===== src/rtl/fifo_wr_arb_pkg.sv =====
// Shared types and width helpers for the FIFO write arbiter.
// The optional burst mode is selected with FIFO_WR_ARB_BURST_EN in fifo_wr_arbiter.
package fifo_wr_arb_pkg;

   typedef enum logic [1:0] {
      ST_RUN   = 2'd0,
      ST_DRAIN = 2'd1,
      ST_FLUSH = 2'd2
   } arb_state_e;

   localparam int DEF_NUM_REQ    = 4;
   localparam int DEF_FIFO_DEPTH = 8;
   localparam int GNT_W          = $clog2(DEF_NUM_REQ);
   localparam int ENT_W          = $clog2(DEF_FIFO_DEPTH) + 1;

   function automatic int gnt_w(input int num_req);
      return (num_req > 1) ? $clog2(num_req) : 1;
   endfunction

   function automatic int ent_w(input int depth);
      return $clog2(depth) + 1;
   endfunction

endpackage


===== src/rtl/fifo_rr_picker.sv =====
// Combinational rotate-priority picker: first set request after ptr, wrapping.
module fifo_rr_picker #(
   parameter int NUM_REQ = 4,
   parameter int IDX_W   = $clog2(NUM_REQ)
) (
   input  logic [NUM_REQ-1:0] req,
   input  logic [IDX_W-1:0]   ptr,
   output logic [NUM_REQ-1:0] gnt,
   output logic [IDX_W-1:0]   idx,
   output logic               any
);

   int               j;
   logic [IDX_W-1:0] jj;

   always_comb begin
      gnt = '0;
      idx = '0;
      any = 1'b0;
      j   = 0;
      jj  = '0;
      for (int k = 1; k <= NUM_REQ; k++) begin
         j  = (int'(ptr) + k) % NUM_REQ;
         jj = IDX_W'(j);
         if (!any && req[jj]) begin
            any     = 1'b1;
            idx     = jj;
            gnt[jj] = 1'b1;
         end
      end
   end

endmodule


===== src/rtl/fifo_wr_arbiter.sv =====
// Round-robin write arbiter / flush sequencer in front of the shared FIFO.
// Define FIFO_WR_ARB_BURST_EN to let a winner hold the grant for up to BURST_LEN transfers.
module fifo_wr_arbiter
   import fifo_wr_arb_pkg::*;
#(
   parameter int FIFO_WIDTH = 16,
   parameter int FIFO_DEPTH = 8,
   parameter int NUM_REQ    = 4,
   parameter int BURST_LEN  = 4
) (
   input  logic                          clk,
   input  logic                          reset,
   input  logic                          ctrl_en,
   input  logic                          flush_req,
   input  logic [NUM_REQ-1:0]            req_valid,
   input  logic [NUM_REQ*FIFO_WIDTH-1:0] req_data,
   output logic [NUM_REQ-1:0]            req_ready,
   input  logic [$clog2(FIFO_DEPTH):0]   fifo_entry,
   output logic                          fifo_wr_enb,
   output logic [FIFO_WIDTH-1:0]         fifo_wdata,
   output logic                          fifo_en,
   output logic                          fifo_reset,
   output logic [$clog2(NUM_REQ)-1:0]    grant_id,
   output logic                          busy
);

   localparam int GW = gnt_w(NUM_REQ);
   localparam int EW = ent_w(FIFO_DEPTH);
   localparam logic [EW:0] DEPTH_V = (EW+1)'(FIFO_DEPTH);

   arb_state_e         state, state_nxt;
   logic               rst_nxt;
   logic [GW-1:0]      rr_ptr, win, pick_idx;
   logic [NUM_REQ-1:0] pick_gnt, win_oh;
   logic               pick_any, win_any;
   logic [EW:0]        occ;
   logic               space_ok, arb_ok, xfer;

   fifo_rr_picker #(.NUM_REQ(NUM_REQ), .IDX_W(GW)) u_pick (
      .req (req_valid),
      .ptr (rr_ptr),
      .gnt (pick_gnt),
      .idx (pick_idx),
      .any (pick_any)
   );

   // The write registered last cycle is not yet in fifo_entry, so count it here.
   assign occ      = {1'b0, fifo_entry} + {{EW{1'b0}}, fifo_wr_enb};
   assign space_ok = occ < DEPTH_V;
   assign arb_ok   = !reset && ctrl_en && (state == ST_RUN) && space_ok;
   assign req_ready = arb_ok ? win_oh : '0;
   assign xfer      = arb_ok && win_any;
   assign busy      = (state != ST_RUN) || fifo_wr_enb;

`ifdef FIFO_WR_ARB_BURST_EN
   logic          lock_vld, hold;
   logic [GW-1:0] lock_id;
   logic [2:0]    burst_cnt, cnt_nxt;

   assign hold    = lock_vld && req_valid[lock_id];
   assign win     = hold ? lock_id : pick_idx;
   assign win_oh  = hold ? (NUM_REQ'(1) << lock_id) : pick_gnt;
   assign win_any = hold || pick_any;
   assign cnt_nxt = (lock_vld && (win == lock_id)) ? burst_cnt + 3'd1 : 3'd1;

   // A space stall leaves lock and count untouched; only valid-low, count or FSM exit release.
   always_ff @(posedge clk) begin
      if (reset) begin
         lock_vld  <= 1'b0;
         lock_id   <= '0;
         burst_cnt <= '0;
      end else if (state != ST_RUN || state_nxt != ST_RUN) begin
         lock_vld <= 1'b0;
      end else if (xfer) begin
         burst_cnt <= cnt_nxt;
         lock_id   <= win;
         lock_vld  <= cnt_nxt < 3'(BURST_LEN);
      end else if (lock_vld && !req_valid[lock_id]) begin
         lock_vld <= 1'b0;
      end
   end
`else
   assign win     = pick_idx;
   assign win_oh  = pick_gnt;
   assign win_any = pick_any;
`endif

   always_comb begin
      state_nxt = state;
      rst_nxt   = 1'b0;
      case (state)
         ST_RUN:   if (flush_req) state_nxt = ST_DRAIN;
         ST_DRAIN: if (!fifo_wr_enb) begin
            state_nxt = ST_FLUSH;
            rst_nxt   = 1'b1;
         end
         ST_FLUSH: state_nxt = ST_RUN;
         default:  state_nxt = ST_RUN;
      endcase
   end

   always_ff @(posedge clk) begin
      if (reset) begin
         state       <= ST_RUN;
         rr_ptr      <= GW'(NUM_REQ - 1);
         fifo_wr_enb <= 1'b0;
         fifo_wdata  <= '0;
         fifo_en     <= 1'b0;
         fifo_reset  <= 1'b0;
         grant_id    <= '0;
      end else begin
         state       <= state_nxt;
         fifo_en     <= ctrl_en;
         fifo_reset  <= rst_nxt;
         fifo_wr_enb <= xfer;
         if (xfer) begin
            rr_ptr     <= win;
            grant_id   <= win;
            fifo_wdata <= req_data[int'(win)*FIFO_WIDTH +: FIFO_WIDTH];
         end
      end
   end

endmodule

===== config.mk =====
export PLATFORM = sky130hd
export DESIGN_NAME = fifo_wr_arbiter
export DESIGN_NICKNAME = d
export VERILOG_FILES = /design/src/rtl/fifo_wr_arb_pkg.sv /design/src/rtl/fifo_rr_picker.sv /design/src/rtl/fifo_wr_arbiter.sv
export SDC_FILE = /design/constraint.sdc
export NUM_CORES = 1
export LEC_CHECK = 0
export ABC_AREA = 1
export CELL_PAD_IN_SITES_DETAIL_PLACEMENT = 1
export CELL_PAD_IN_SITES_GLOBAL_PLACEMENT = 1
export CORE_AREA = 5 5 93 95
export CTS_BUF_LIST = sky130_fd_sc_hd__clkbuf_4 sky130_fd_sc_hd__clkbuf_8
export DETAILED_ROUTE_END_ITERATION = 8
export DIE_AREA = 0 0 98 100
export PLACE_DENSITY_LB_ADDON = 0.1
export SETUP_SLACK_MARGIN = 0.4
export SLEW_MARGIN = 15
export SYNTH_ARGS = -nofsm -noshare
export SYNTH_HDL_FRONTEND = slang
export SYNTH_HIERARCHICAL = 1
export SYNTH_SLANG_ARGS = --single-unit

===== constraint.sdc =====
create_clock -name clk -period 3.6 [get_ports clk]
set_clock_uncertainty 0.2 [all_clocks]
set_input_delay 0.36 -clock clk [delete_from_list [all_inputs] [get_ports clk]]
set_output_delay 0.36 -clock clk [all_outputs]
set_load 0.005 [all_outputs]

After elaboration in Yosys (flattened, before gate mapping) --
Cells that the tools add are included. W data, S select, Z words.
Storage, ports and cells: flip-flop bits (word level) 25, input port bits 76, output and inout port bits 26
Operators by class: add/subtract/negate cells 5, order comparisons 9, equal/unequal tests 3, shift operators 1, muxes and demuxes 33, bitwise operators 4, reduce and logical (&&, ||, !) cells 20
Operators with widths (number):
- $shiftx A64 B7 Y16 | 1
- $mux W4 | 5
- $mux W1 | 13
- $lt A2 B3 Y1 const B | 4
- $mux W2 | 6
- $or A4 B4 Y4 | 3
- $logic_and A1 B1 Y1 | 11
- $bmux W1 S2 | 4
- $demux W1 S2 | 4
- $ge A2 B1 Y1 const B | 4
- $add A4 B1 Y5 | 1
- $lt A5 B4 Y1 const B | 1
- $add A2 B1 Y2 const B | 2
- $add A2 B2 Y2 const B | 2
- $logic_not A1 Y1 | 4
- $ne A2 B2 Y1 const B | 2
- $pmux W2 S2 | 1
- $eq A2 B1 Y1 const B | 1
- $logic_not A2 Y1 | 1
- $reduce_and A2 Y1 | 1
- $reduce_bool A2 Y1 | 1
- $reduce_or A2 Y1 | 1
- $logic_or A1 B1 Y1 | 1
- $not A1 Y1 | 1

Depth between registers and ports, before layout --
depth in word-level cells 14, mapped depth 17, gate-level depth less buffers 15

By module --
The synthesis kept the hierarchy.
Modules (own cells, without submodules):
- fifo_wr_arbiter | instances 1, cells each 258, area each 1496.4 um^2, seq. area each 500.5 um^2
- fifo_rr_picker | instances 1, cells each 74, area each 457.9 um^2, seq. area each 0.0 um^2

Least setup slack after synthesis --
OpenSTA, ideal clock, no wires.
kind register -> register, from register rr_ptr[0], to register fifo_wdata[15], data arrival time 2.221 ns, data required time 3.287 ns, setup slack 1.066 ns, stages on the path, launching flop included 16, buffers on the path 2, clock period less this slack 2.534 ns, cells stage by stage dfxtp_1 inv_2 ha_1 inv_1 nand2_2 nand2_2 nor2_2 nor2_1 a21oi_2 clkbuf_2 inv_1 clkbuf_1 o21ai_0 o21ai_0 nor2_1 nor2_1
On the way: cells in the longest elaborated chain, start to end 14, elaborated cells on any way between the ends 28
Ends and longest elaborated chain:
- from (decl) | line fifo_wr_arbiter.sv:33 | logic [GW-1:0] rr_ptr, win, pick_idx;
- from (signal assigned) | line fifo_wr_arbiter.sv:105 | rr_ptr <= GW'(NUM_REQ - 1);
- from (signal assigned) | line fifo_wr_arbiter.sv:117 | rr_ptr <= win;
- $add A2 B1 Y2 | line fifo_rr_picker.sv:23 | j = (int'(ptr) + k) % NUM_REQ;
- $bmux W1 S2 | line fifo_rr_picker.sv:25 | if (!any && req[jj]) begin
- $mux W1 (implied by the code) | line fifo_rr_picker.sv:25
- $mux W1 | line fifo_rr_picker.sv:25
- $logic_not A1 Y1 | line fifo_rr_picker.sv:25
- $logic_and A1 B1 Y1 | line fifo_rr_picker.sv:25
- $mux W1 | line fifo_rr_picker.sv:25
- $logic_not A1 Y1 | line fifo_rr_picker.sv:25
- $logic_and A1 B1 Y1 | line fifo_rr_picker.sv:25
- $mux W1 | line fifo_rr_picker.sv:25
- $logic_not A1 Y1 | line fifo_rr_picker.sv:25
- $logic_and A1 B1 Y1 | line fifo_rr_picker.sv:25
- $mux W2 * | line fifo_rr_picker.sv:25
- named net pick_idx[0] | line fifo_wr_arbiter.sv:33
- $shiftx A64 B7 Y16 * | line fifo_wr_arbiter.sv:119 | fifo_wdata <= req_data[int'(win)*FIFO_WIDTH +: FIFO_WIDTH];
- to (signal assigned) | line fifo_wr_arbiter.sv:119
- to (decl) | line fifo_wr_arbiter.sv:20 | output logic [FIFO_WIDTH-1:0] fifo_wdata,
The timed path passes the listed nets; every way through them passes the cells marked *. The select of a mux whose other input is x is not followed. A chain may end at the register's enable or synchronous reset.

Worst setup path in the final report --
from register rr_ptr[0], to output port req_ready[0]
On the way: cells in the longest elaborated chain, start to end 14, elaborated cells on any way between the ends 49
Ends and longest elaborated chain:
- parallel branches: the longest is 12 deep, another holds $lt A2 B3 Y1
- $mux W4 * | line fifo_rr_picker.sv:25
- named net pick_gnt[0] | line fifo_wr_arbiter.sv:34 | logic [NUM_REQ-1:0] pick_gnt, win_oh;
- $mux W4 * | line fifo_wr_arbiter.sv:51 | assign req_ready = arb_ok ? win_oh : '0;
- to (decl) | line fifo_wr_arbiter.sv:17 | output logic [NUM_REQ-1:0] req_ready,
Mark *: on every way through the listed nets, which the timed path passes. The select of a mux whose other input is x is not followed.

==> results.md <==
* Grt ovf at 0
* Clock root cell: clkbuf_8
* Buffers on Ports at 101
* Worst Min Path Start: grant_id[1]
* Nets@finish at approximately 500
* # resized after CTS at 2
* R2R Path End: fifo_wdata[13]
* Setup crit end kind: output port
* Hold Violations, Final at 0
* Yosys reg bits at 25
* Synth area leader: dfxtp_1
* Area growth from synthesis to layout at 60.12%
* Storage element area at between 500 and 600 µm²
* Hold Path Sink: grant_id[1]
* R2R setup slack at about 0.82 ns
* Clk pwr share at 19.6%
* Worst hold path stage count at 2
* Post-route cell area at 0.003129 mm²
* Multi-input logic area at ~0.0012 mm²
* Setup TNS at 0 ns
* Slew @ Worst Pin at around 0.44 ns
* Largest net degree at the start of global routing at 38
* Pwr Density at 293.4 mW/mm²
* Status: complete, no violations
* Hold_buf cts at 0
* Vias at around 2400
* CP max stage cell: clkdlybuf4s50_1
* Slew Viols, Final at 0
* Clock transition at path regs at 0.08 ns
* Post-Synthesis Cell Area at approximately 0.0020 mm²
* Combinational share of power at ~48%
* Gate Count Post-Synth at around 330
* WP data required at just over 3 ns
* FF-to-FF path depth at 15
* Synth warnings at 6
* Switching share of power at 36.92%
* Core Rows at 32
* HPWL after DPL at 5804 µm
* Hold WS at around 0.27 ns
* Synthesized area per cell at slightly below 6 µm²
* IO Pins at slightly above 100
* CTS tree: yes
* Crit path time final at roughly 3 ns
* Leakage at 1.383 nW
* Gp weighted congestion at roughly 0.83
* Endpoints failing setup at 0
* Sw power at between 300 and 400 µW
* Filler Cells Inserted at 1016
* Cell Int Power at between 500 and 600 µW
* Sink Count at 25
* Final Cycle Share at 81.99%
* Die area at a little under 0.01 mm²
* Starting density of the core at between 20% and 30%
* Crit Path Category: flip-flop to output port
* Initial antenna violation count at 0
* Buf/Inv on CP at 4
* Crit start category: flip-flop
* Count of different cell masters after synthesis at 28
* Peak per-stage delay on the critical path at 0.51 ns
* DRT Pass-1 Iters at 4
* First-pass GRT wire length at between 10000 and 15000 µm
* Post-CTS Setup Inserts at 0
* Seq pwr share at 32.8%
* Drt drc at 0
* Final ANT Viol Nets at 0
* DP Area at between 0.003 and 0.004 mm²
* Gr usage total at roughly 14%
* Crit Path Max Fanout at 10
* Cell Chain, Critical Path: inv_2, ha_1, inv_1, nand2_2, nand2_2, nor2_4, a21oi_1, nand3_1, inv_1, nor2_1, clkdlybuf4s50_1
* Fraction of layout cells with a size suffix above 1 at between 6 and 7%
* Max-cap violations at 0
* Number of DRC markers in iteration 0 at 37
* Synth area leaders: dfxtp_1, nor2_1, nand2_1
* Sequential share of the synthesized area at around a quarter
* Peak supply drop at around 0.00013 V
* Power, Total at around 920 µW
* Max Clk Rate at 338.8 MHz
* Syn Nets at around 420
* Drt wl/cell at ~13 µm
* CP top delay family: buffers and inverters
* Vias in the first global route at about 2500
* # H-tree levels at 1
* CP Data Arrival Time at about 2.4 ns
* Routed vias/inst at 4.507
* Slew HR at 70.39%
* Clock insertion delay at the later pin of the skew report at roughly 0.27 ns
* Routed WL at between 7000 and 8000 µm
* Worst r2r src: rr_ptr[0]
* Antenna cells at 0
* Cts bufs inserted at 3
* Core area at 0.007647 mm²
* Maximum root-to-sink buffer count at 2
* Top-area cell type share of the netlist area at between 20% and 30%
* Worst Hold Class: flip-flop to flip-flop
* Chip Width at 98 µm
* Vert. Die Dim at around 100 µm
* RSZ-0062 raised after global routing: false
## state kept, by name (all words and copies together), names as in the netlist
register,count
rr_ptr,2
grant_id,2
fifo_wr_enb,1
fifo_wdata,16
fifo_en,1
state,2
fifo_reset,1
## cell usage after synthesis
cell,n
nor2_4,1
nand3_4,1
nand4_1,8
nand2_4,1
buf_2,5
inv_2,2
buf_6,1
clkbuf_2,1
nand3_1,16
o21ai_0,44
nand2_1,59
inv_1,34
nor2_1,88
nand3_2,1
nand2_2,6
nor2_2,2
a21oi_1,7
ha_1,8
inv_4,2
dfxtp_1,25
nor2_8,1
nor4_1,2
o21ai_1,4
clkbuf_1,6
buf_4,1
a31oi_1,1
a21oi_2,1
a21boi_0,4
## cells in the final DEF, fill, tap and decap left out, types with 4 or more instances in the layout
| cell type | instances |
|---|---|
| nand2_1 | 59 |
| ha_1 | 8 |
| clkdlybuf4s50_1 | 101 |
| a21oi_1 | 7 |
| nor2_1 | 88 |
| o21ai_0 | 44 |
| inv_1 | 34 |
| nand3_1 | 15 |
| dfxtp_1 | 24 |
| buf_4 | 6 |
| nand2_2 | 6 |
| a21boi_0 | 4 |
| o21ai_1 | 4 |
| nand4_1 | 8 |
## layer usage
| metal | global-route usage (%) | wire, µm | up-vias |
|---|---|---|---|
| li1 | - | - | 1246 |
| met1 | 18.53 | 3272 | 1076 |
| met2 | 24.29 | 3295 | 69 |
| met3 | 4.587 | 552 | 2 |
| met4 | 1.917 | 26 | 0 |
| met5 | 0 | 0 | - |
## worst max-delay path by stage
| stage | from | to | slack, ns | depth (start not counted) |
|---|---|---|---|---|
| 2_1_floorplan | rr_ptr[0] | fifo_wdata[15] | 1.07 | 15 |
| 3_3_place_gp | rr_ptr[0] | fifo_wdata[14] | 0.50 | 12 |
| 3_5_place_dp | rr_ptr[0] | fifo_wdata[13] | 0.39 | 12 |
| 4_1_cts | rr_ptr[0] | req_ready[3] | 0.53 | 11 |
| 5_1_grt | rr_ptr[0] | req_ready[3] | 0.46 | 10 |
| 6_report | rr_ptr[0] | req_ready[0] | 0.65 | 11 |
## power groups by stage
| stage | clock network [mW] | logic (mW) | registers, mW |
|---|---|---|---|
| after global placement | 0 | 0.438 | 0.307 |
| after floorplan | 0 | 0.248 | 0.309 |
| after CTS | 0.189 | 0.446 | 0.302 |
| final | 0.180 | 0.437 | 0.301 |
| after global routing | 0.200 | 0.494 | 0.304 |
| after detailed placement | 0 | 0.443 | 0.308 |
## tightest hold or removal path: stages (launching register included)
cell	delay, ns
dfxtp_1	0.31
nand2_1	0.06
a21oi_1	0.05
## cell type report
class	count	area share (%)
well taps	102	4.078
flip-flops and latches	25	16.11
multi-input cells	255	39.78
clock buffers	4	1.559
inverters	38	4.718
repair buffers	107	33.75
## metrics by stage
step	worst slack [ns]	utilization, %	std cells
after floorplan	1.066	-	332
after global placement	0.5021	40.10	527
after detailed placement	0.3855	40.10	527
after CTS	0.5270	40.82	531
after global routing	0.4550	40.92	531
final	0.6485	40.92	531
## logic make-up after synthesis
logic type	Yosys count	share of synthesized area, %
compound gates	61	16.39
fa+ha+maj	8	5.122
buf+inv	52	11.20
flops	25	25.61
simple gates	186	41.68
Note: power is estimated with default switching activity, not from simulation.
